File: src/rtl/altusoc_syscon_arb.sv
// Two-master round-robin Wishbone arbiter in front of the syscon register slave.
// Define ALTUSOC_SYSCON_ARB_TIMEOUT_EN to add the slave-ack timeout and the ERR state.
module altusoc_syscon_arb #(
   parameter int unsigned TIMEOUT_CYCLES = 255,
   parameter int unsigned CNT_W          = 8
) (
   input  logic        i_clk,
   input  logic        i_rst_n,
   input  logic [5:0]  i_m0_adr,
   input  logic [31:0] i_m0_dat,
   input  logic [3:0]  i_m0_sel,
   input  logic        i_m0_we,
   input  logic        i_m0_cyc,
   input  logic        i_m0_stb,
   output logic [31:0] o_m0_rdt,
   output logic        o_m0_ack,
   output logic        o_m0_err,
   input  logic [5:0]  i_m1_adr,
   input  logic [31:0] i_m1_dat,
   input  logic [3:0]  i_m1_sel,
   input  logic        i_m1_we,
   input  logic        i_m1_cyc,
   input  logic        i_m1_stb,
   output logic [31:0] o_m1_rdt,
   output logic        o_m1_ack,
   output logic        o_m1_err,
   output logic [5:0]  o_s_adr,
   output logic [31:0] o_s_dat,
   output logic [3:0]  o_s_sel,
   output logic        o_s_we,
   output logic        o_s_cyc,
   output logic        o_s_stb,
   input  logic [31:0] i_s_rdt,
   input  logic        i_s_ack,
   output logic [1:0]  o_gnt
);

`ifdef ALTUSOC_SYSCON_ARB_TIMEOUT_EN
   typedef enum logic [1:0] {S_IDLE, S_BUSY, S_ERR} state_t;
`else
   typedef enum logic [1:0] {S_IDLE, S_BUSY} state_t;
`endif

   state_t      state_q, state_d;
   logic [1:0]  gnt_q, gnt_d;
   logic        last_q, last_d;   // index of the master granted most recently
   logic        sel;
   logic        busy;
   logic        gnt_cyc;
   logic        timeout;

   assign sel     = gnt_q[1];
   assign busy    = (state_q == S_BUSY);
   assign gnt_cyc = sel ? i_m1_cyc : i_m0_cyc;

`ifdef ALTUSOC_SYSCON_ARB_TIMEOUT_EN
   logic [CNT_W-1:0] cnt_q, cnt_d;

   assign timeout = busy && !i_s_ack && (cnt_q == CNT_W'(TIMEOUT_CYCLES - 1));

   // Counter is held at zero outside BUSY so every grant starts a fresh window
   always_comb begin
      cnt_d = cnt_q;
      if (!busy || i_s_ack) cnt_d = '0;
      else                  cnt_d = cnt_q + CNT_W'(1);
   end

   always_ff @(posedge i_clk or negedge i_rst_n) begin
      if (!i_rst_n) cnt_q <= '0;
      else          cnt_q <= cnt_d;
   end
`else
   assign timeout = 1'b0;
`endif

   // Next-state and grant selection
   always_comb begin
      state_d = state_q;
      gnt_d   = gnt_q;
      last_d  = last_q;
      case (state_q)
         S_IDLE: begin
            if (i_m0_cyc || i_m1_cyc) begin
               state_d = S_BUSY;
               if (i_m0_cyc && i_m1_cyc) gnt_d = last_q ? 2'b01 : 2'b10;
               else                      gnt_d = i_m0_cyc ? 2'b01 : 2'b10;
            end
         end
         S_BUSY: begin
            if (!gnt_cyc) begin
               state_d = S_IDLE;
               last_d  = sel;
               gnt_d   = 2'b00;
            end else if (timeout) begin
               state_d = S_IDLE;
`ifdef ALTUSOC_SYSCON_ARB_TIMEOUT_EN
               state_d = S_ERR;
`endif
            end
         end
`ifdef ALTUSOC_SYSCON_ARB_TIMEOUT_EN
         S_ERR: begin
            if (!gnt_cyc) begin
               state_d = S_IDLE;
               last_d  = sel;
               gnt_d   = 2'b00;
            end
         end
`endif
         default: begin
            state_d = S_IDLE;
            gnt_d   = 2'b00;
         end
      endcase
   end

   always_ff @(posedge i_clk or negedge i_rst_n) begin
      if (!i_rst_n) begin
         state_q <= S_IDLE;
         gnt_q   <= 2'b00;
         last_q  <= 1'b1;
      end else begin
         state_q <= state_d;
         gnt_q   <= gnt_d;
         last_q  <= last_d;
      end
   end

   // Slave side follows the granted master only while BUSY
   assign o_s_adr = sel ? i_m1_adr : i_m0_adr;
   assign o_s_dat = sel ? i_m1_dat : i_m0_dat;
   assign o_s_sel = sel ? i_m1_sel : i_m0_sel;
   assign o_s_we  = busy && (sel ? i_m1_we : i_m0_we);
   assign o_s_cyc = busy && gnt_cyc;
   assign o_s_stb = busy && (sel ? i_m1_stb : i_m0_stb);

   assign o_m0_rdt = i_s_rdt;
   assign o_m1_rdt = i_s_rdt;
   assign o_m0_ack = busy && gnt_q[0] && i_s_ack;
   assign o_m1_ack = busy && gnt_q[1] && i_s_ack;
   assign o_m0_err = timeout && gnt_q[0];
   assign o_m1_err = timeout && gnt_q[1];
   assign o_gnt    = gnt_q;

endmodule

File: config.mk
export PLATFORM = sky130hd
export DESIGN_NAME = altusoc_syscon_arb
export DESIGN_NICKNAME = d
export VERILOG_FILES = /design/src/rtl/altusoc_syscon_arb.sv
export SDC_FILE = /design/constraint.sdc
export NUM_CORES = 1
export LEC_CHECK = 0
export ABC_AREA = 0
export BUFFER_PORTS_ARGS = -buffer_cell sky130_fd_sc_hd__buf_2
export CORE_AREA = 5 5 90 92
export CTS_CLUSTER_DIAMETER = 60
export DETAILED_ROUTE_END_ITERATION = 6
export DIE_AREA = 0 0 95 97
export PLACE_DENSITY = 0.7
export SYNTH_ARGS = -nofsm -noshare
export SYNTH_HDL_FRONTEND = slang
export SYNTH_SLANG_ARGS = --single-unit
File: constraint.sdc
create_clock -name i_clk -period 1.6 [get_ports i_clk]
set_clock_uncertainty 0.15 [all_clocks]
set_input_delay 0.08 -clock i_clk [delete_from_list [all_inputs] [get_ports i_clk]]
set_output_delay 0.08 -clock i_clk [all_outputs]
set_load 0.005 [all_outputs]
; After elaboration in Yosys (flattened, before gate mapping)
; Index checks and enable logic that the tools add are counted.
[classes]
eq_ne = 3
mux = 14
bitwise_logic = 1
n_reduce_logical = 12
[op_table]
columns = cell, n
row1 = $mux W32, 1
row2 = $mux W2, 6
row3 = $logic_and A1 B1 Y1, 8
row4 = $pmux W2 S2, 2
row5 = $mux W6, 1
row6 = $mux W4, 1
row7 = $ne A2 B2 Y1 const B, 2
row8 = $reduce_and A2 Y1, 2
row9 = $mux W1, 3
row10 = $eq A2 B1 Y1 const B, 1
row11 = $logic_not A2 Y1, 1
row12 = $logic_or A1 B1 Y1, 1
row13 = $not A1 Y1, 1
[word_totals]
regBits = 5
wordCells = 33

; Logic depth before layout (Yosys ltp)
; Gate-level depths: netlist of run 1.
[depth]
depth_word = 4
ltp_mapped = 5
mapped_depth_nobuf = 3

; Least setup slack after synthesis of run 1
; OpenSTA, ideal clock, no wires.
[synth_path]
path_kind = register to register
from = register gnt_q[1], in the netlist o_gnt[1]
to = register gnt_q[0], in the netlist o_gnt[0]
arrival_ns = 0.918
required_time_ns = 1.329
setup_slack_ns = 0.411
path_stages_with_launch = 5
n_path_buf = 2
synth_period_minus_slack_ns = 1.189
cell_sequence = dfrtp_1 > buf_6 > buf_6 > mux2i_1 > o2bb2ai_2
[synth_between]
elab_chain_len = 3
[synth_rtl]
columns = element, line_no
row1 = start: declaration, 45  ; logic [1:0] gnt_q, gnt_d;
row2 = start signal: assignment, 124  ; gnt_q <= gnt_d;
row3 = $mux W1, 54  ; assign gnt_cyc = sel ? i_m1_cyc : i_m0_cyc;
row4 = $ne A2 B2 Y1 (no source line), -
row5 = $reduce_and A2 Y1 (no source line), -
; Every way passes these cells.
; A chain may end at the register's enable or synchronous reset.

; Final worst setup path of run 1
[layout_path]
from = register gnt_q[1], in the netlist o_gnt[1]
to = output port o_s_cyc
[layout_between]
elab_chain_len = 2
[layout_rtl]
columns = element, line_no
row1 = $mux W1, 54
row2 = $logic_and A1 B1 Y1, 134  ; assign o_s_cyc = busy && gnt_cyc;
row3 = end: declaration, 31  ; output logic o_s_cyc,
; Every way passes these cells.

==> results of run 1 <==
-- flip-flops by register name (all words and copies together) (netlist names) --
register and count:
last_q 1, state_q 1, o_gnt 2
-- placed cells by master, fill, tap and decap left out, drive strengths merged --
cell         count
buf            143
mux2            42
nor2             8
clkbuf           4
a21oi            3
nand2            3
mux2i            3
dfrtp            3
and3             2
conb             2
inv              1
nor2b            1
nand2b           1
o21ai            1
o2bb2ai          1
a32o             1
dlygate4sd3      1
dfstp            1
-- path summary, 6_finish.rpt --
kind,start,end,depth (start not counted)
hold / removal,i_s_rdt[7],o_m1_rdt[7],0
hold reg to reg,last_q$_DFFE_PN1P_,last_q$_DFFE_PN1P_,2
setup / recovery,o_gnt[1]$_DFFE_PN0P_,o_s_cyc,4
setup reg to reg,o_gnt[1]$_DFFE_PN0P_,o_gnt[0]$_DFFE_PN0P_,3
min in group asynchronous,i_rst_n,o_gnt[0]$_DFFE_PN0P_,2
max in group asynchronous,i_rst_n,last_q$_DFFE_PN1P_,2
-- worst reg2reg max path: cells and delay by family, from the launching register on --
family	cells	cell delay, ps
compound gates	1	70
buf+inv	1	230
flops	1	400
mux	1	290
-- layer usage --
layer | track usage | vias to the layer above
met3 | 0.03413 | 24
met5 | 0 | -
met1 | 0.07578 | 548
li1 | - | 567
met4 | 0.03108 | 0
met2 | 0.1654 | 83
-- synthesized netlist by cell type (all sizes together) --
cell type / number
mux2i: 3
inv: 1
o2bb2ai: 1
nor2: 8
conb: 1
nand2: 3
o21ai: 1
and3: 2
nand2b: 1
a32o: 1
nor2b: 1
mux2: 42
dfstp: 1
dfrtp: 3
buf: 72
a21oi: 3
-- through the flow --
stage | power, mW | instance area [sq um]
floorplan | 1.209 | 1448
global placement | 1.508 | 1755
detailed placement | 1.529 | 1755
CTS | 1.767 | 1810
global route | 1.847 | 1814
finish | 1.742 | 1814
-- what timing repair did --
action	CTS	global route
hold endpoints to repair	4	0
gates resized for setup	0	1
setup buffers	0	0
endpoints found under the setup margin	0	1
hold buffers	1	0
-- power breakdown --
part | internal, mW | total (mW) | leakage (nW) | switching [mW]
registers | 0.141 | 0.177 | 0.0460 | 0.0361
logic | 0.815 | 1.34 | 0.984 | 0.529
clock network | 0.170 | 0.221 | 0.0228 | 0.0507
-- final cells by class --
cell class	count	area share
multi-input combinational	68	0.4317
tap	99	0.06828
sequential	4	0.05655
inverter	1	0.002069
clock buffer	4	0.02483
timing repair buffer	144	0.4166
-- cells by family (layout without fill, tap and decap cells) --
| group | Yosys count | after routing | share of synthesized area |
|---|---|---|---|
| buf+inv | 73 | 149 | 0.3925 |
| simple gates | 15 | 15 | 0.04593 |
| mux | 45 | 45 | 0.4575 |
| compound gates | 6 | 6 | 0.03119 |
| flops | 4 | 4 | 0.07019 |
| other cells | 1 | 2 | 0.002597 |
==> metrics.md, run 1 <==
| Metric | Value |
|---|---|
| Initial DRT Pass Iterations | 4 |
| Status | complete, no violations |
| Critical path's slowest cell | dfrtp_2 |
| Wire length on met3 | around 700 um |
| Mapped cell area | 1444 sq um |
| Yosys reg bits | 4 |
| Post-Route WL | 4.612 mm |
| Crit path buf inv count | 2 |
| Leakage power | ~1.1 nW |
| First-pass GRT wire length | 6.265 mm |
| Routed vias | 1222 |
| CTS tree | built |
| Critical Path RT | about 1400 ps |
| Post-layout min period | 1543 ps |
| Max Buffers Root-to-Sink | 2 |
| Core area | 7137 sq um |
| Hold_ws | between 10 and 15 ps |
| Top routing layer used | met4 |
| CP Launch Type | flip-flop |
| Share of cells above drive strength 1 | 0.8688 |
| Area Overhead vs Synth | 25.65% |
| Largest net degree at the start of global routing | 31 |
| WL/cell | ~14 um |
| Mapped Cells | 144 |
| Final Slew Violations | 0 |
| I/O pin count | 240 |
| DRC Markers | 0 |
| R2R Setup Slk | 340 ps |
| Worst Slack Setup Final | 56.58 ps |
| Sequential area share after synthesis | 0.07019 |
| Crit end category | output port |
| Dpl cells | 315 |
| Syn. warnings | 0 |
| Post-DP HPWL | between 3 and 4 mm |
| Synth cell types | 17 |
| Die ar. | 9215 sq um |
| Crit path largest cell delay | 400 ps |
| Worst min path class | in -> out |
| DR iter-0 viols | 39 |
| Layout Cells excl Fill | 320 |
| Final setup fails | 0 |
| Synth top area share | 0.4367 |
| Nets | roughly 350 |
| Total GRT Usage | 0.08500 |
| Critical path, cell by cell | buf_12 > mux2i_2 > nor2_1 > buf_2 |
| Cell Pwr Density | 960.4 nW/um^2 |
| Ranking of synthesized cells by area | mux2_4 44%, buf_4 34%, dfrtp_1 5.2% |
| Final Util | 0.2542 |
| Port bufs | 141 |
| Initial antenna violation count | 0 |
| Die height | 97 um |
| Setup TNS | 0 ps |
| Vias in the first global route | 1302 |
| Worst-path maximum fanout | 30 |
| Cts bufs inserted | 3 |
| Clk Latency, worst-skew pair | 220 ps |
| Dpl ws | approximately 270 ps |
| Starting Density | 0.2023 |
| GPL Wtd Cong | about 0.69 |
| H-tree levels | 1 |
| Maximum VDD drop | 0.2499 mV |
| WP data arrival | 1310 ps |
| FILL cells | 793 |
| GRT overflow | 0 |
| Peak Freq | 0.6479 GHz |
| Sequential cell area | 102.6 sq um |
| Routed met2 length | 2.344 mm |
| Biggest area consumer among synthesized cells | mux2_4 |
| Metal-1 WL | 1.495 mm |
| Clock root cell | clkbuf_8 |
| Max cap viols | 0 |
| Clock sink count | 4 |
| Vias/cell | 3.819 |
| Std-Cell Rows | 31 |
| Kind of critical path | reg -> out |
| Ant diodes | 0 |
| RSZ-0062 raised after global routing | false |
| Top delay family on crit path | flip-flops |
| Syn Area/Cell | around 10 sq um |
| Endpoints failing hold | 0 |
| Clock slew at reported path FFs | 30 ps |
| Post-route ant nets | 0 |
| Multi-input gate area | 783.3 sq um |
| Tcrit/Tclk final | 0.9646 |
| Die W | between 90 and 100 um |
(Power assumes the default switching activity.)
==> run 2, diff against run 1 <==
PLACE_DENSITY = unset   (was 0.7)
==> run 2 against run 1 <==
Cell area up 6.7%. Flip-flop and latch count did not move. Sequential share of layout area shrank 0.35 points. Critical path type unchanged. Critical endpoint is now o_s_dat[9]. Largest power group unchanged.
==> metrics.md, run 2 (synthesis results as in run 1) <==
| Metric | Value |
|---|---|
| Kind of critical path | reg -> out |
| Area Overhead vs Synth | 34.06% |
| Crit path largest cell delay | 460 ps (+60 ps) |
| Post-layout min period | 1576 ps (+33.02 ps) |
| DR iter-0 viols | 16 (-59%) |
| Logic pwr share | 0.785 (+0.013) |
| DRC Markers | 0 (unchanged) |
| Clock sink count | 4 (unchanged) |
| Max Buffers Root-to-Sink | 2 (unchanged) |
| FILL cells | 788 (-0.63%) |
| Crit end category | output port |
| CP Launch Type | flip-flop |
| Clk Latency, worst-skew pair | 220 ps (about the same) |
| Worst min path class | in -> out |
| Clock slew at reported path FFs | 30 ps (about the same) |
| WP data arrival | 1350 ps (+40 ps) |
| Total GRT Usage | 0.08451 (-0.0004855) |
| RSZ-0062 raised after global routing | true |
| Core area | 7137 sq um (unchanged) |
| Sw power | 0.6526 mW (+6.0%) |
| Share of cells above drive strength 1 | 0.8717 (+0.002903) |
| Pwr Total | 1.915 mW (+9.9%) |
| Reg2reg end | o_gnt[0]$_DFFE_PN0P_ |
| Routed vias | 1255 (+2.7%) |
| Most common cell after layout, fill and taps aside | buf_2 |
| Worst reg-to-reg path cell count | 3 (unchanged) |
| Met2 Use GR | 0.1697 (+0.004338) |
| Switching part of the total | 0.3408 (-0.01255) |
| Final Slew Violations | 0 (unchanged) |
| Seq pwr share | 0.099 (-0.003) |
| Status | complete, no violations |
| Initial antenna violation count | 0 (unchanged) |
| Hold depth | 0 (unchanged) |
| Hold path start | i_s_rdt[29] |
| I/O pin count | 240 (unchanged) |
| R2R Setup Slk | 350 ps (about the same) |
| Endpoints failing hold | 0 (unchanged) |
| Peak Freq | 0.6343 GHz (-2.1%) |
| H-tree levels | 1 (unchanged) |
| Met1 Resource Use GR | 0.06924 (-0.006541) |
| GRT overflow | 0 (unchanged) |
| WL/cell | 14.72 um (+2.2%) |
| Vias/cell | 3.862 (+1.1%) |
| Met3 Use GR | 0.03336 (-0.0007758) |
| Busiest layer in global routing | met2 |
| Maximum VDD drop | 0.2173 mV (-13%) |
| Leakage power | 1.107 nW (+5.1%) |
| Critical path's slowest cell | dfrtp_2 |
| Post-DP HPWL | 3.934 mm (-1.2%) |
| Initial DRT Pass Iterations | 4 (unchanged) |
| Critical Path End | o_s_dat[9] |
| CTS tree | built |
| Post-route ant nets | 0 (unchanged) |
| Most frequent cells in the layout | 129 x buf_2, 42 x mux2_4, 13 x buf_6 |
| Vias in the first global route | 1265 (-2.8%) |
| Clock root cell | clkbuf_8 |
| Post-Route WL | 4.785 mm (+3.8%) |
| Max FFs per register | 2 (unchanged) |
| Critical path, cell by cell | buf_4 > mux2_4 > buf_2 |
| Die height | 97 um (unchanged) |
| GPL Wtd Cong | 0.7535 (+9.3%) |
| Hold_ws | 10.00 ps (unchanged) |
| Nets | 352 (+1.4%) |
| Largest net degree at the start of global routing | 27 (-13%) |
| Std-Cell Rows | 31 (unchanged) |
| Worst Setup SP | o_gnt[1]$_DFFE_PN0P_ |
| Die ar. | 9215 sq um (unchanged) |
| Port bufs | 141 (unchanged) |
| First-pass GRT wire length | 6.341 mm (+1.2%) |
| Worst-path maximum fanout | 7 (-77%) |
| Internal power | 1.262 mW (+12%) |
| Reg-to-reg critical path startpoint | o_gnt[1]$_DFFE_PN0P_ |
| Tcrit/Tclk final | 0.9853 (+0.02064) |
| Critical Path RT | 1370 ps (about the same) |
| Cell Pwr Density | 989.4 nW/um^2 (+3.0%) |
| Starting Density | 0.2023 (unchanged) |
| Die W | 95 um (unchanged) |
| Max cap viols | 0 (unchanged) |
| Final setup fails | 0 (unchanged) |
| Clock power frac | 0.116 (-0.011) |
| Cts bufs inserted | 3 (unchanged) |
| Ant diodes | 0 (unchanged) |
==> run 2: cell types whose count changed in the layout (fill, tap and decap cells not counted) <==
cell       delta
buf_12        -1
buf_2        -12
buf_6        +13
buf_4         +4
clkbuf_16     +1
==> run 2: through the flow <==
stage                     setup TNS [ps]  std cells  instance area, sq um  utilization  setup slack (ps)
after global placement                 0        317                  1758       0.2463             247.2
after detailed placement               0        317                  1758       0.2463             229.1
after CTS                              0        322                  1832       0.2567            0.8978
after floorplan                        0        145                  1448            -             410.6
after global routing              -227.4        325                  1936       0.2712            -28.74
final                                  0        325                  1936       0.2712             23.56
==> run 2: critical path: cells and delay by family, from the launching register on <==
| family | cells | cell delay, ps |
|---|---|---|
| buf+inv | 2 | 360 |
| flops | 1 | 460 |
| mux | 1 | 310 |
==> run 2: layout make-up <==
type	instances	area [sq um]	share of cell area
repair buffers	149	877.1	0.4531
flip-flops and latches	4	102.6	0.05301
inverters	1	3.754	0.001939
well taps	99	123.9	0.06399
multi-input cells	68	783.3	0.4047
clock buffers	4	45.04	0.02327
==> run 2: worst min path at each step <==
stage,endpoint,slack (ps)
2_1_floorplan,o_gnt[0]$_DFFE_PN0P_,-370
3_3_place_gp,o_gnt[0]$_DFFE_PN0P_,-260
3_5_place_dp,o_gnt[0]$_DFFE_PN0P_,-260
4_1_cts,state_q[0]$_DFFE_PN0P_,9
5_1_grt,o_m1_rdt[31],10
6_report,o_m0_rdt[29],10
==> run 2: power groups by stage <==
stage	Clock [mW]	Sequential (mW)	Combinational [mW]
5_1_grt	0.241	0.195	1.59
4_1_cts	0.227	0.186	1.37
2_1_floorplan	0	0.165	1.04
3_5_place_dp	0	0.187	1.33
6_report	0.223	0.189	1.50
3_3_place_gp	0	0.184	1.33
==> run 2: routing by layer <==
layer	vias to the layer above	routed length, um	share of wire
met4	0	98	0.020
met2	91	2548	0.53
met1	563	1434	0.30
met3	25	703	0.15
met5	-	0	0
li1	576	-	-
==> run 2: what timing repair did <==
| action | CTS | global route |
|---|---|---|
| pin swaps | 0 | 0 |
| setup buffers | 0 | 2 |
| resized for setup | 3 | 11 |
| hold buffers | 1 | 0 |
| setup endpoints to repair | 3 | 29 |
| endpoints found under the hold margin | 4 | 0 |
| gates cloned | 0 | 1 |
==> run 3, diff against run 2 <==
clock period = 1.5 ns   (was 1.6 ns; I/O delays follow)
==> run 3 against run 2 <==
Worst hold slack got worse by 10 ps. Highest routed layer unchanged. Critical path depth unchanged. First-iteration DRC count increased by 81%. Wire length decreased by 2.8%. Clock-buffer cell count unchanged. Power increased by 9.6%. Sequential power about the same. Flip-flop and latch count unchanged. The flow now finishes with violations (negative setup slack). Clock power increased by 5%.
==> metrics.md, run 3 (synthesis results as in run 1) <==
| Metric | Value |
|---|---|
| Status | finished with violations |
| Violated checks | negative setup slack |
| Tcrit/Tclk final | 1.031 |
| Routed vias | 1237 (-1.4%) |
| Max FFs per register | 2 (unchanged) |
| Worst-path maximum fanout | 32 (+25) |
| First-pass GRT wire length | 6.665 mm (+5.1%) |
| Peak Freq | 0.6468 GHz |
| FILL cells | 785 (-0.38%) |
| Seq pwr share | 0.088 (-0.011) |
| Post-Route WL | 4.650 mm (-2.8%) |
| Post-DP HPWL | 3.824 mm (-2.8%) |
| Switching part of the total | 0.3332 (-0.007636) |
| Die W | 95 um (unchanged) |
| Final setup fails | 33 (+33) |
| Share of cells above drive strength 1 | 0.8694 (-0.002312) |
| Die ar. | 9215 sq um (unchanged) |
| Critical Path RT | 1270 ps (-100 ps) |
| Maximum VDD drop | 0.3094 mV (+42%) |
| WP data arrival | 1320 ps (-30 ps) |
| Endpoints failing hold | 0 (unchanged) |
| Clock sink count | 4 (unchanged) |
| Largest net degree at the start of global routing | 33 (+22%) |
| Port bufs | 141 (unchanged) |
| Clock slew at reported path FFs | 30 ps (about the same) |
| Core area | 7137 sq um (unchanged) |
| WL/cell | 14.49 um (-1.6%) |
| Area Overhead vs Synth | 38.73% |
| GRT overflow | 0 (unchanged) |
| Vias/cell | 3.854 (-0.21%) |
| Worst min path class | in -> out |
| Post-layout min period | 1546 ps |
| DP Area | 1750 sq um (-0.43%) |
| Logic pwr share | 0.800 (+0.015) |
| Most frequent cells in the layout | 110 x buf_2, 42 x mux2_4, 31 x buf_6 |
| Max Buffers Root-to-Sink | 2 (unchanged) |
| Total GRT Usage | 0.08991 (+0.005393) |
| Final Slew Violations | 0 (unchanged) |
| CP Launch Type | flip-flop |
| Nets | 348 (-1.1%) |
| Worst Slack Setup Final | -46.01 ps (-69.57 ps) |
| Initial antenna violation count | 0 (unchanged) |
| Die height | 97 um (unchanged) |
| Vias in the first global route | 1322 (+4.5%) |
| Ant diodes | 0 (unchanged) |
| Initial DRT Pass Iterations | 3 (-1) |
| Max cap viols | 0 (unchanged) |
| Post-route ant nets | 0 (unchanged) |
| Clock root cell | clkbuf_8 |
| R2R Setup Slk | 270 ps (-80 ps) |
| Crit end category | output port |
| Cell Pwr Density | 1048 nW/um^2 (+6.0%) |
| Post-CTS Setup Inserts | 0 (unchanged) |
| Starting Density | 0.2023 (unchanged) |
| I/O pin count | 240 (unchanged) |
| Internal power | 1.400 mW (+11%) |
| Final Cell Area | 2003 sq um (+3.5%) |
| Leakage power | 1.119 nW (+1.1%) |
| Cts bufs inserted | 3 (unchanged) |
| RSZ-0062 raised after global routing | true |
| DRC Markers | 0 (unchanged) |
| Std-Cell Rows | 31 (unchanged) |
| CTS tree | built |
| Clk Latency, worst-skew pair | 220 ps (about the same) |
| Sw power | 0.6996 mW (+7.2%) |
| H-tree levels | 1 (unchanged) |
| Clock power frac | 0.112 (-0.004) |
| Most common cell after layout, fill and taps aside | buf_2 |
| GPL Wtd Cong | 0.7464 (-0.94%) |
| Kind of critical path | reg -> out |
| DR iter-0 viols | 29 (+13) |
| Pwr Total | 2.100 mW (+9.6%) |
-- run 3: through the flow --
step	instances	setup WS (ps)	util	setup TNS, ps	hold slack (ps)
6_report	321	-46.01	0.2807	-1115	0.002491
5_1_grt	321	-88.55	0.2807	-2667	0.01236
4_1_cts	321	-51.54	0.2807	-1321	0.05360
3_5_place_dp	316	175.4	0.2453	0	-263.0
3_3_place_gp	316	183.0	0.2453	0	-266.5
2_1_floorplan	145	310.6	-	0	-370.6
-- run 3: path summary, 6_finish.rpt --
kind	cells past startpoint	end	startpoint
hold reg to reg	2	last_q$_DFFE_PN1P_	last_q$_DFFE_PN1P_
setup reg to reg	3	o_gnt[0]$_DFFE_PN0P_	o_gnt[1]$_DFFE_PN0P_
max in group asynchronous	2	last_q$_DFFE_PN1P_	i_rst_n
hold / removal	0	o_m0_rdt[29]	i_s_rdt[29]
min in group asynchronous	2	state_q[0]$_DFFE_PN0P_	i_rst_n
setup / recovery	3	o_s_dat[1]	o_gnt[1]$_DFFE_PN0P_
-- run 3: power by group through the flow --
stage	Clock, mW	Sequential, mW	Combinational (mW)
after floorplan	0	0.176	1.11
after global placement	0	0.185	1.41
after global routing	0.252	0.192	1.78
final	0.235	0.186	1.68
after CTS	0.240	0.187	1.69
after detailed placement	0	0.188	1.41
-- run 3: layer usage --
layer  GRT usage  vias to the layer above  share of wire
met2      0.1703                       95           0.51
li1            -                      568              -
met1     0.07818                      545           0.30
met5           0                        -              0
met3     0.03491                       29           0.16
met4     0.04883                        0          0.035
-- run 3: timing repair --
action,4_1_cts,5_1_grt
hold buffers,1,0
endpoints found under the hold margin,4,0
resized for setup,32,0
endpoints found under the setup margin,35,45
-- run 3: worst max-delay path: stages, from the launching register on --
cell and delay [ps]:
dfrtp_2 380, buf_12 250, mux2_4 340, buf_6 120
-- run 3: final cells by class --
type	instances	area (sq um)	area share
inverter	1	3.754	0.001874
multi-input combinational	68	783.3	0.3910
sequential	4	102.6	0.05122
tap	99	123.9	0.06184
timing repair buffer	145	944.7	0.4716
clock buffer	4	45.04	0.02249
